[src/rtl/lsu_wb_master_if.sv]
// Load/store request, response and Wishbone classic signals for lsu_wb_master.
// master is the block's own view; slave is the view of the core/uncore side.
interface lsu_wb_master_if;
  logic        req_valid_i;
  logic        req_ready_o;
  logic        req_we_i;
  logic [31:0] req_addr_i;
  logic [1:0]  req_size_i;
  logic        req_unsigned_i;
  logic [31:0] req_wdata_i;
  logic        rsp_valid_o;
  logic [31:0] rsp_rdata_o;
  logic        rsp_err_o;
  logic        cyc_o;
  logic        stb_o;
  logic [31:0] adr_o;
  logic        we_o;
  logic [3:0]  sel_o;
  logic [31:0] dat_o;
  logic [31:0] dat_i;
  logic        ack_i;
  logic        err_i;

  modport master (
    input  req_valid_i, req_we_i, req_addr_i, req_size_i, req_unsigned_i, req_wdata_i,
    input  dat_i, ack_i, err_i,
    output req_ready_o, rsp_valid_o, rsp_rdata_o, rsp_err_o,
    output cyc_o, stb_o, adr_o, we_o, sel_o, dat_o
  );

  modport slave (
    output req_valid_i, req_we_i, req_addr_i, req_size_i, req_unsigned_i, req_wdata_i,
    output dat_i, ack_i, err_i,
    input  req_ready_o, rsp_valid_o, rsp_rdata_o, rsp_err_o,
    input  cyc_o, stb_o, adr_o, we_o, sel_o, dat_o
  );
endinterface

[src/rtl/lsu_wb_master.sv]
// Single-beat Wishbone classic initiator for the LSU: one access outstanding,
// byte-lane steering on writes, align/extend on reads, misalign/error/timeout reporting.
module lsu_wb_master #(
  parameter int unsigned TIMEOUT_CYCLES = 255
) (
  input  logic          clk_i,
  input  logic          rst_i,
  lsu_wb_master_if.master bus
);

  typedef enum logic {IDLE, BUS} state_t;

  localparam bit         TO_EN  = (TIMEOUT_CYCLES != 0);
  localparam logic [8:0] TO_LIM = 9'(TIMEOUT_CYCLES);

  function automatic logic is_misaligned(input logic [1:0] size, input logic [1:0] off);
    case (size)
      2'd0:    is_misaligned = 1'b0;
      2'd1:    is_misaligned = off[0];
      2'd2:    is_misaligned = (off != 2'b00);
      default: is_misaligned = 1'b1;
    endcase
  endfunction

  function automatic logic [3:0] byte_sel(input logic [1:0] size, input logic [1:0] off);
    case (size)
      2'd0:    byte_sel = 4'b0001 << off;
      2'd1:    byte_sel = off[1] ? 4'b1100 : 4'b0011;
      default: byte_sel = 4'b1111;
    endcase
  endfunction

  function automatic logic [31:0] lane_replicate(input logic [1:0] size, input logic [31:0] wdata);
    case (size)
      2'd0:    lane_replicate = {4{wdata[7:0]}};
      2'd1:    lane_replicate = {2{wdata[15:0]}};
      default: lane_replicate = wdata;
    endcase
  endfunction

  function automatic logic [31:0] load_extend(input logic [31:0] data, input logic [1:0] off,
                                              input logic [1:0] size, input logic uns);
    logic [31:0] sh;
    sh = data >> {off, 3'b000};
    case (size)
      2'd0:    load_extend = {{24{~uns & sh[7]}}, sh[7:0]};
      2'd1:    load_extend = {{16{~uns & sh[15]}}, sh[15:0]};
      default: load_extend = sh;
    endcase
  endfunction

  state_t      state_q, state_d;
  logic        cyc_q, cyc_d;
  logic [31:0] adr_q, adr_d;
  logic        we_q, we_d;
  logic [3:0]  sel_q, sel_d;
  logic [31:0] dat_q, dat_d;
  logic [1:0]  off_q, off_d;
  logic [1:0]  size_q, size_d;
  logic        uns_q, uns_d;
  logic [7:0]  cnt_q, cnt_d;
  logic        rsp_valid_q, rsp_valid_d;
  logic        rsp_err_q, rsp_err_d;
  logic [31:0] rsp_rdata_q, rsp_rdata_d;

  logic req_ready;
  logic timeout_hit;

  assign req_ready   = (state_q == IDLE) && !rst_i;
  assign timeout_hit = TO_EN && (({1'b0, cnt_q} + 9'd1) == TO_LIM);

  always_comb begin
    state_d     = state_q;
    cyc_d       = cyc_q;
    adr_d       = adr_q;
    we_d        = we_q;
    sel_d       = sel_q;
    dat_d       = dat_q;
    off_d       = off_q;
    size_d      = size_q;
    uns_d       = uns_q;
    cnt_d       = cnt_q;
    rsp_valid_d = 1'b0;
    rsp_err_d   = 1'b0;
    rsp_rdata_d = 32'h0;
    case (state_q)
      IDLE: begin
        if (bus.req_valid_i && req_ready) begin
          if (is_misaligned(bus.req_size_i, bus.req_addr_i[1:0])) begin
            rsp_valid_d = 1'b1;
            rsp_err_d   = 1'b1;
          end else begin
            adr_d   = {bus.req_addr_i[31:2], 2'b00};
            we_d    = bus.req_we_i;
            sel_d   = byte_sel(bus.req_size_i, bus.req_addr_i[1:0]);
            dat_d   = lane_replicate(bus.req_size_i, bus.req_wdata_i);
            off_d   = bus.req_addr_i[1:0];
            size_d  = bus.req_size_i;
            uns_d   = bus.req_unsigned_i;
            cnt_d   = 8'd0;
            cyc_d   = 1'b1;
            state_d = BUS;
          end
        end
      end
      default: begin
        // err beats ack; the timeout only fires on a cycle with neither.
        if (bus.err_i || (!bus.ack_i && timeout_hit)) begin
          cyc_d       = 1'b0;
          state_d     = IDLE;
          rsp_valid_d = 1'b1;
          rsp_err_d   = 1'b1;
        end else if (bus.ack_i) begin
          cyc_d       = 1'b0;
          state_d     = IDLE;
          rsp_valid_d = 1'b1;
          rsp_rdata_d = we_q ? 32'h0 : load_extend(bus.dat_i, off_q, size_q, uns_q);
        end else begin
          cnt_d = cnt_q + 8'd1;
        end
      end
    endcase
  end

  always_ff @(posedge clk_i or posedge rst_i) begin
    if (rst_i) begin
      state_q     <= IDLE;
      cyc_q       <= 1'b0;
      adr_q       <= 32'h0;
      we_q        <= 1'b0;
      sel_q       <= 4'h0;
      dat_q       <= 32'h0;
      off_q       <= 2'd0;
      size_q      <= 2'd0;
      uns_q       <= 1'b0;
      cnt_q       <= 8'd0;
      rsp_valid_q <= 1'b0;
      rsp_err_q   <= 1'b0;
      rsp_rdata_q <= 32'h0;
    end else begin
      state_q     <= state_d;
      cyc_q       <= cyc_d;
      adr_q       <= adr_d;
      we_q        <= we_d;
      sel_q       <= sel_d;
      dat_q       <= dat_d;
      off_q       <= off_d;
      size_q      <= size_d;
      uns_q       <= uns_d;
      cnt_q       <= cnt_d;
      rsp_valid_q <= rsp_valid_d;
      rsp_err_q   <= rsp_err_d;
      rsp_rdata_q <= rsp_rdata_d;
    end
  end

  assign bus.req_ready_o = req_ready;
  assign bus.rsp_valid_o = rsp_valid_q;
  assign bus.rsp_err_o   = rsp_err_q;
  assign bus.rsp_rdata_o = rsp_rdata_q;
  assign bus.cyc_o       = cyc_q;
  assign bus.stb_o       = cyc_q;
  assign bus.adr_o       = adr_q;
  assign bus.we_o        = we_q;
  assign bus.sel_o       = sel_q;
  assign bus.dat_o       = dat_q;

endmodule

[src/flat_wrapper.sv]
// flat-port wrapper written by rule: the top's interface ports become plain ports
module lsu_wb_master_flat 
#(
  parameter int unsigned TIMEOUT_CYCLES = 255
)
  (clk_i, rst_i, bus_req_valid_i, bus_req_we_i, bus_req_addr_i, bus_req_size_i, bus_req_unsigned_i, bus_req_wdata_i, bus_dat_i, bus_ack_i, bus_err_i, bus_req_ready_o, bus_rsp_valid_o, bus_rsp_rdata_o, bus_rsp_err_o, bus_cyc_o, bus_stb_o, bus_adr_o, bus_we_o, bus_sel_o, bus_dat_o);
  lsu_wb_master_if bus_i ();
  input  logic clk_i;
  input  logic rst_i;
  input wire logic [$bits(bus_i.req_valid_i)-1:0] bus_req_valid_i;
  input wire logic [$bits(bus_i.req_we_i)-1:0] bus_req_we_i;
  input wire logic [$bits(bus_i.req_addr_i)-1:0] bus_req_addr_i;
  input wire logic [$bits(bus_i.req_size_i)-1:0] bus_req_size_i;
  input wire logic [$bits(bus_i.req_unsigned_i)-1:0] bus_req_unsigned_i;
  input wire logic [$bits(bus_i.req_wdata_i)-1:0] bus_req_wdata_i;
  input wire logic [$bits(bus_i.dat_i)-1:0] bus_dat_i;
  input wire logic [$bits(bus_i.ack_i)-1:0] bus_ack_i;
  input wire logic [$bits(bus_i.err_i)-1:0] bus_err_i;
  output wire logic [$bits(bus_i.req_ready_o)-1:0] bus_req_ready_o;
  output wire logic [$bits(bus_i.rsp_valid_o)-1:0] bus_rsp_valid_o;
  output wire logic [$bits(bus_i.rsp_rdata_o)-1:0] bus_rsp_rdata_o;
  output wire logic [$bits(bus_i.rsp_err_o)-1:0] bus_rsp_err_o;
  output wire logic [$bits(bus_i.cyc_o)-1:0] bus_cyc_o;
  output wire logic [$bits(bus_i.stb_o)-1:0] bus_stb_o;
  output wire logic [$bits(bus_i.adr_o)-1:0] bus_adr_o;
  output wire logic [$bits(bus_i.we_o)-1:0] bus_we_o;
  output wire logic [$bits(bus_i.sel_o)-1:0] bus_sel_o;
  output wire logic [$bits(bus_i.dat_o)-1:0] bus_dat_o;
  assign bus_i.req_valid_i = bus_req_valid_i;
  assign bus_i.req_we_i = bus_req_we_i;
  assign bus_i.req_addr_i = bus_req_addr_i;
  assign bus_i.req_size_i = bus_req_size_i;
  assign bus_i.req_unsigned_i = bus_req_unsigned_i;
  assign bus_i.req_wdata_i = bus_req_wdata_i;
  assign bus_i.dat_i = bus_dat_i;
  assign bus_i.ack_i = bus_ack_i;
  assign bus_i.err_i = bus_err_i;
  assign bus_req_ready_o = bus_i.req_ready_o;
  assign bus_rsp_valid_o = bus_i.rsp_valid_o;
  assign bus_rsp_rdata_o = bus_i.rsp_rdata_o;
  assign bus_rsp_err_o = bus_i.rsp_err_o;
  assign bus_cyc_o = bus_i.cyc_o;
  assign bus_stb_o = bus_i.stb_o;
  assign bus_adr_o = bus_i.adr_o;
  assign bus_we_o = bus_i.we_o;
  assign bus_sel_o = bus_i.sel_o;
  assign bus_dat_o = bus_i.dat_o;
  lsu_wb_master #(.TIMEOUT_CYCLES(TIMEOUT_CYCLES)) u_core (.clk_i(clk_i), .rst_i(rst_i), .bus(bus_i));
endmodule
[config.mk]
export PLATFORM = sky130hd
export DESIGN_NAME = lsu_wb_master_flat
export DESIGN_NICKNAME = d
export VERILOG_FILES = /design/src/rtl/lsu_wb_master_if.sv /design/src/rtl/lsu_wb_master.sv /design/src/flat_wrapper.sv
export SDC_FILE = /design/constraint.sdc
export NUM_CORES = 1
export LEC_CHECK = 0
export CAP_MARGIN = 20
export CORE_MARGIN = 3
export CORE_UTILIZATION = 44
export DETAILED_ROUTE_END_ITERATION = 6
export PLACE_DENSITY = 0.89
export REMOVE_ABC_BUFFERS = 1
export SYNTH_ARGS = -nofsm -noshare
export SYNTH_HDL_FRONTEND = slang
export SYNTH_SLANG_ARGS = --single-unit
export TNS_END_PERCENT = 20
[constraint.sdc]
create_clock -name clk_i -period 4.1 [get_ports clk_i]
set_clock_uncertainty 0.05 [all_clocks]
set_input_delay 0.41 -clock clk_i [delete_from_list [all_inputs] [get_ports clk_i]]
set_output_delay 0.41 -clock clk_i [all_outputs]
set_load 0.01 [all_outputs]
==> results.toml <==
[synthesis]
synth_ff_type = "dfrtp_1"
yosysWarnings = 0
synth-edff-count = 0
synth_seq_area_share = 0.534
async_flop_share = 1.00
syn_avg_cell_area_sq_um = 9.16
ys_ff_latch = 116
netlist_area_sq_mm = 0.00543
yosysUniqueCellTypes = 49
syn_inst = 593

[final_layout]
antenna_cells = 0
fin_area_sq_mm = 0.00820
syn2layout_area_growth_pct = 50.8
nNetsFinal = 888
drive_gt1_frac = 0.0656
utilization = 0.697

[sta]
setup_violations = 0
hold_viol_final = 0
slew_headroom = 0.343
min_period_over_period = 0.667
fin_ws_ns = 1.36
slew_viol_final = 0
fmaxAchievable_ghz = 0.365
rsz0062_at_grt = "false"
period_minus_slack_ns = 2.74
worst_slew_pin_slew_ns = 0.983

[global_route]
grt_pass1_wl_um = 25700
antenna_found_initial = 0
grt_max_degree = 70
overflow = 0
groute.usage.overall = 0.242
grt_pass1_vias = 5154

[setup_path]
critPathArrivalTime_ns = 2.98
cp-start-kind = "register"
cpMaxStageDelayCell = "o31ai_4"
endpoint_kind = "register"
worst-path-buf-inv = 0
worstSetupPathType = "register to register"
max_stage_delay_ns = 0.56
cp_max_fo = 18
cp.required_ns = 4.34
crit_chain = "ha_1, nand3_1, or2_1, a221o_1, o31ai_4, nor3_1, a311o_1"
crit_family = "compound AO/OA/AOI/OAI gates"

[clock_network]
hold_buffers = 0
clock_sinks = 116
cts_buffer_depth = 2
clk_pin_slew_worst_paths_ns = 0.05
cts_made_buffers = 17
post_cts_buffers = 0
cts_root_buffer = "clkbuf_16"
cts_tree = "yes"
ctsHtreeMaxLevel = 4
clock_latency_ns = 0.41
cts_resized = 0

[detailed_routing]
first_pass_iters = 5
num_vias = 4993
drc = 0
vias_per_cell = 5.22
ant_nets = 0
wl_um = 16200
routedWlPerCell_um = 16.9
drt_first_iter_violations = 407

[power_and_ir_drop]
ir_worst_vdd_mv = 0.313
powerDensity_mw_per_mm2 = 490
cellLeakagePower_nw = 3.70

[die]
die_w_um = 117
die_y_um = 117
ios = 211
rows = 39
coreArea_sq_mm = 0.0118
initial_utilization = 0.462
dieArea_sq_mm = 0.0137

[job]
cap_viol_max_count = 0

[placed_design]
dp_slack_ns = 1.01
dpl_cell_area_sq_mm = 0.00757
dp_hpwl_um = 11600
routabilityCongestion = 0.868
io_buffers = 208

[status]
status = "completed"

[min_path]
hp-class = "register to register"
[final timing paths]
| kind | cells after the start | from | endpoint | slack, ns |
|---|---|---|---|---|
| setup / recovery | 7 | u_core.cnt_q[0] | u_core.cnt_q[3] | 1.36 |
| setup reg to reg | 7 | u_core.cnt_q[0] | u_core.cnt_q[3] | 1.36 |
| hold / removal | 2 | u_core.bus.adr_o[28] | u_core.bus.adr_o[28] | 0.42 |
| max in group asynchronous | 4 | rst_i | u_core.bus.adr_o[17] | 2.18 |
| hold reg to reg | 2 | u_core.bus.adr_o[28] | u_core.bus.adr_o[28] | 0.42 |
| min in group asynchronous | 3 | rst_i | u_core.bus.rsp_valid_o | 0.50 |
[per-layer routing]
layer,vias up,global-route usage,part of all wire
met3,24,0.0781,0.090
met4,0,0.0948,0.020
met5,-,0,0
li1,2356,-,-
met2,221,0.430,0.51
met1,2392,0.268,0.38
[flip-flops by register name, summed over array words and instances (netlist names), 2 cells and up]
name                    count
u_core.bus.dat_o           32
u_core.off_q                2
u_core.bus.sel_o            4
u_core.size_q               2
u_core.bus.rsp_rdata_o     32
u_core.cnt_q                8
u_core.bus.adr_o           30
[where the power goes]
part	internal, mW	total (mW)	switching (mW)
sequential	1.32	1.46	0.137
clock	1.04	1.55	0.506
combinational	0.528	1.01	0.483
total	2.89	4.02	1.13
[Yosys cell counts, drive strengths merged (2+ instances only)]
cell,count,share of area
o21bai,2,0.0028
nor2,25,0.017
clkbuf,35,0.024
xnor2,2,0.0032
or2,4,0.0046
a211oi,14,0.019
o21ai,37,0.034
nand3,12,0.011
dfrtp,116,0.53
o2bb2ai,2,0.0032
o21a,8,0.011
a21oi,30,0.028
nand2,192,0.13
nand3b,2,0.0028
a22oi,2,0.0028
ha,2,0.0046
a21o,2,0.0028
inv,4,0.0028
a31oi,3,0.0035
o22ai,3,0.0035
nor2b,11,0.013
or3,4,0.0051
nor3,3,0.0028
mux2i,43,0.079
a31o,2,0.0032
nand2b,2,0.0023
buf,14,0.018
[cell usage in the layout (no fill, tap or decap), types with 2 or more instances in the layout]
| cell type | count |
|---|---|
| or3_1 | 2 |
| ha_1 | 2 |
| clkdlybuf4s50_1 | 208 |
| o22ai_1 | 3 |
| a31o_2 | 2 |
| mux2i_1 | 43 |
| nand3_1 | 12 |
| clkbuf_1 | 2 |
| a22oi_1 | 2 |
| nor2b_1 | 10 |
| o2bb2ai_1 | 2 |
| o21a_1 | 8 |
| o21ai_0 | 37 |
| nor2_1 | 25 |
| buf_4 | 9 |
| nand3b_1 | 2 |
| inv_1 | 3 |
| or3_2 | 2 |
| bufinv_16 | 4 |
| clkbuf_16 | 17 |
| o21bai_1 | 2 |
| xnor2_1 | 2 |
| a31oi_1 | 3 |
| or2_2 | 3 |
| dfrtp_1 | 116 |
| a21oi_1 | 30 |
| clkinv_2 | 4 |
| nand2_1 | 192 |
| clkinvlp_4 | 2 |
| conb_1 | 2 |
| nor3_1 | 3 |
| clkbuf_8 | 2 |
| a211oi_1 | 14 |
| a21o_1 | 2 |
[logic make-up (layout without fill, tap and decap cells)]
| kind of cell | after synthesis | in the layout | share of synthesized area |
|---|---|---|---|
| AND/OR/NAND/NOR | 260 | 260 | 0.198 |
| flip-flops | 116 | 116 | 0.534 |
| AO/OA/AOI/OAI | 115 | 115 | 0.133 |
| buffers and inverters | 53 | 252 | 0.0451 |
| multiplexers | 44 | 44 | 0.0813 |
| adder cells (fa/ha/maj) | 2 | 2 | 0.00460 |
| XOR/XNOR | 2 | 2 | 0.00322 |
| other | 1 | 2 | 0.000690 |
[worst register-to-register path: stages (launching register included)]
cell     delay, ns
dfrtp_1       0.53
ha_1          0.30
nand3_1       0.10
or2_1         0.24
a221o_1       0.40
o31ai_4       0.56
nor3_1        0.10
a311o_1       0.34
[area by class of cell]
class / count / area [sq um]
fill: 836 / 3560
sequential: 116 / 2900
multi-input combinational: 425 / 2300
timing repair buffer: 217 / 2150
clock buffer: 21 / 460
tap: 164 / 205
clock inverter: 10 / 155
inverter: 4 / 17.5
[metrics by stage]
stage / instances / hold slack [ns] / total power [mW] / setup TNS [ns]
2_1_floorplan: 545 / 0.392 / 1.88 / -131.58
3_3_place_gp: 925 / 0.407 / 2.44 / 0
3_5_place_dp: 925 / 0.412 / 2.48 / 0
4_1_cts: 956 / 0.425 / 4.05 / 0
5_1_grt: 957 / 0.445 / 4.20 / 0
6_report: 957 / 0.423 / 4.02 / 0
(Power assumes the default switching activity.)
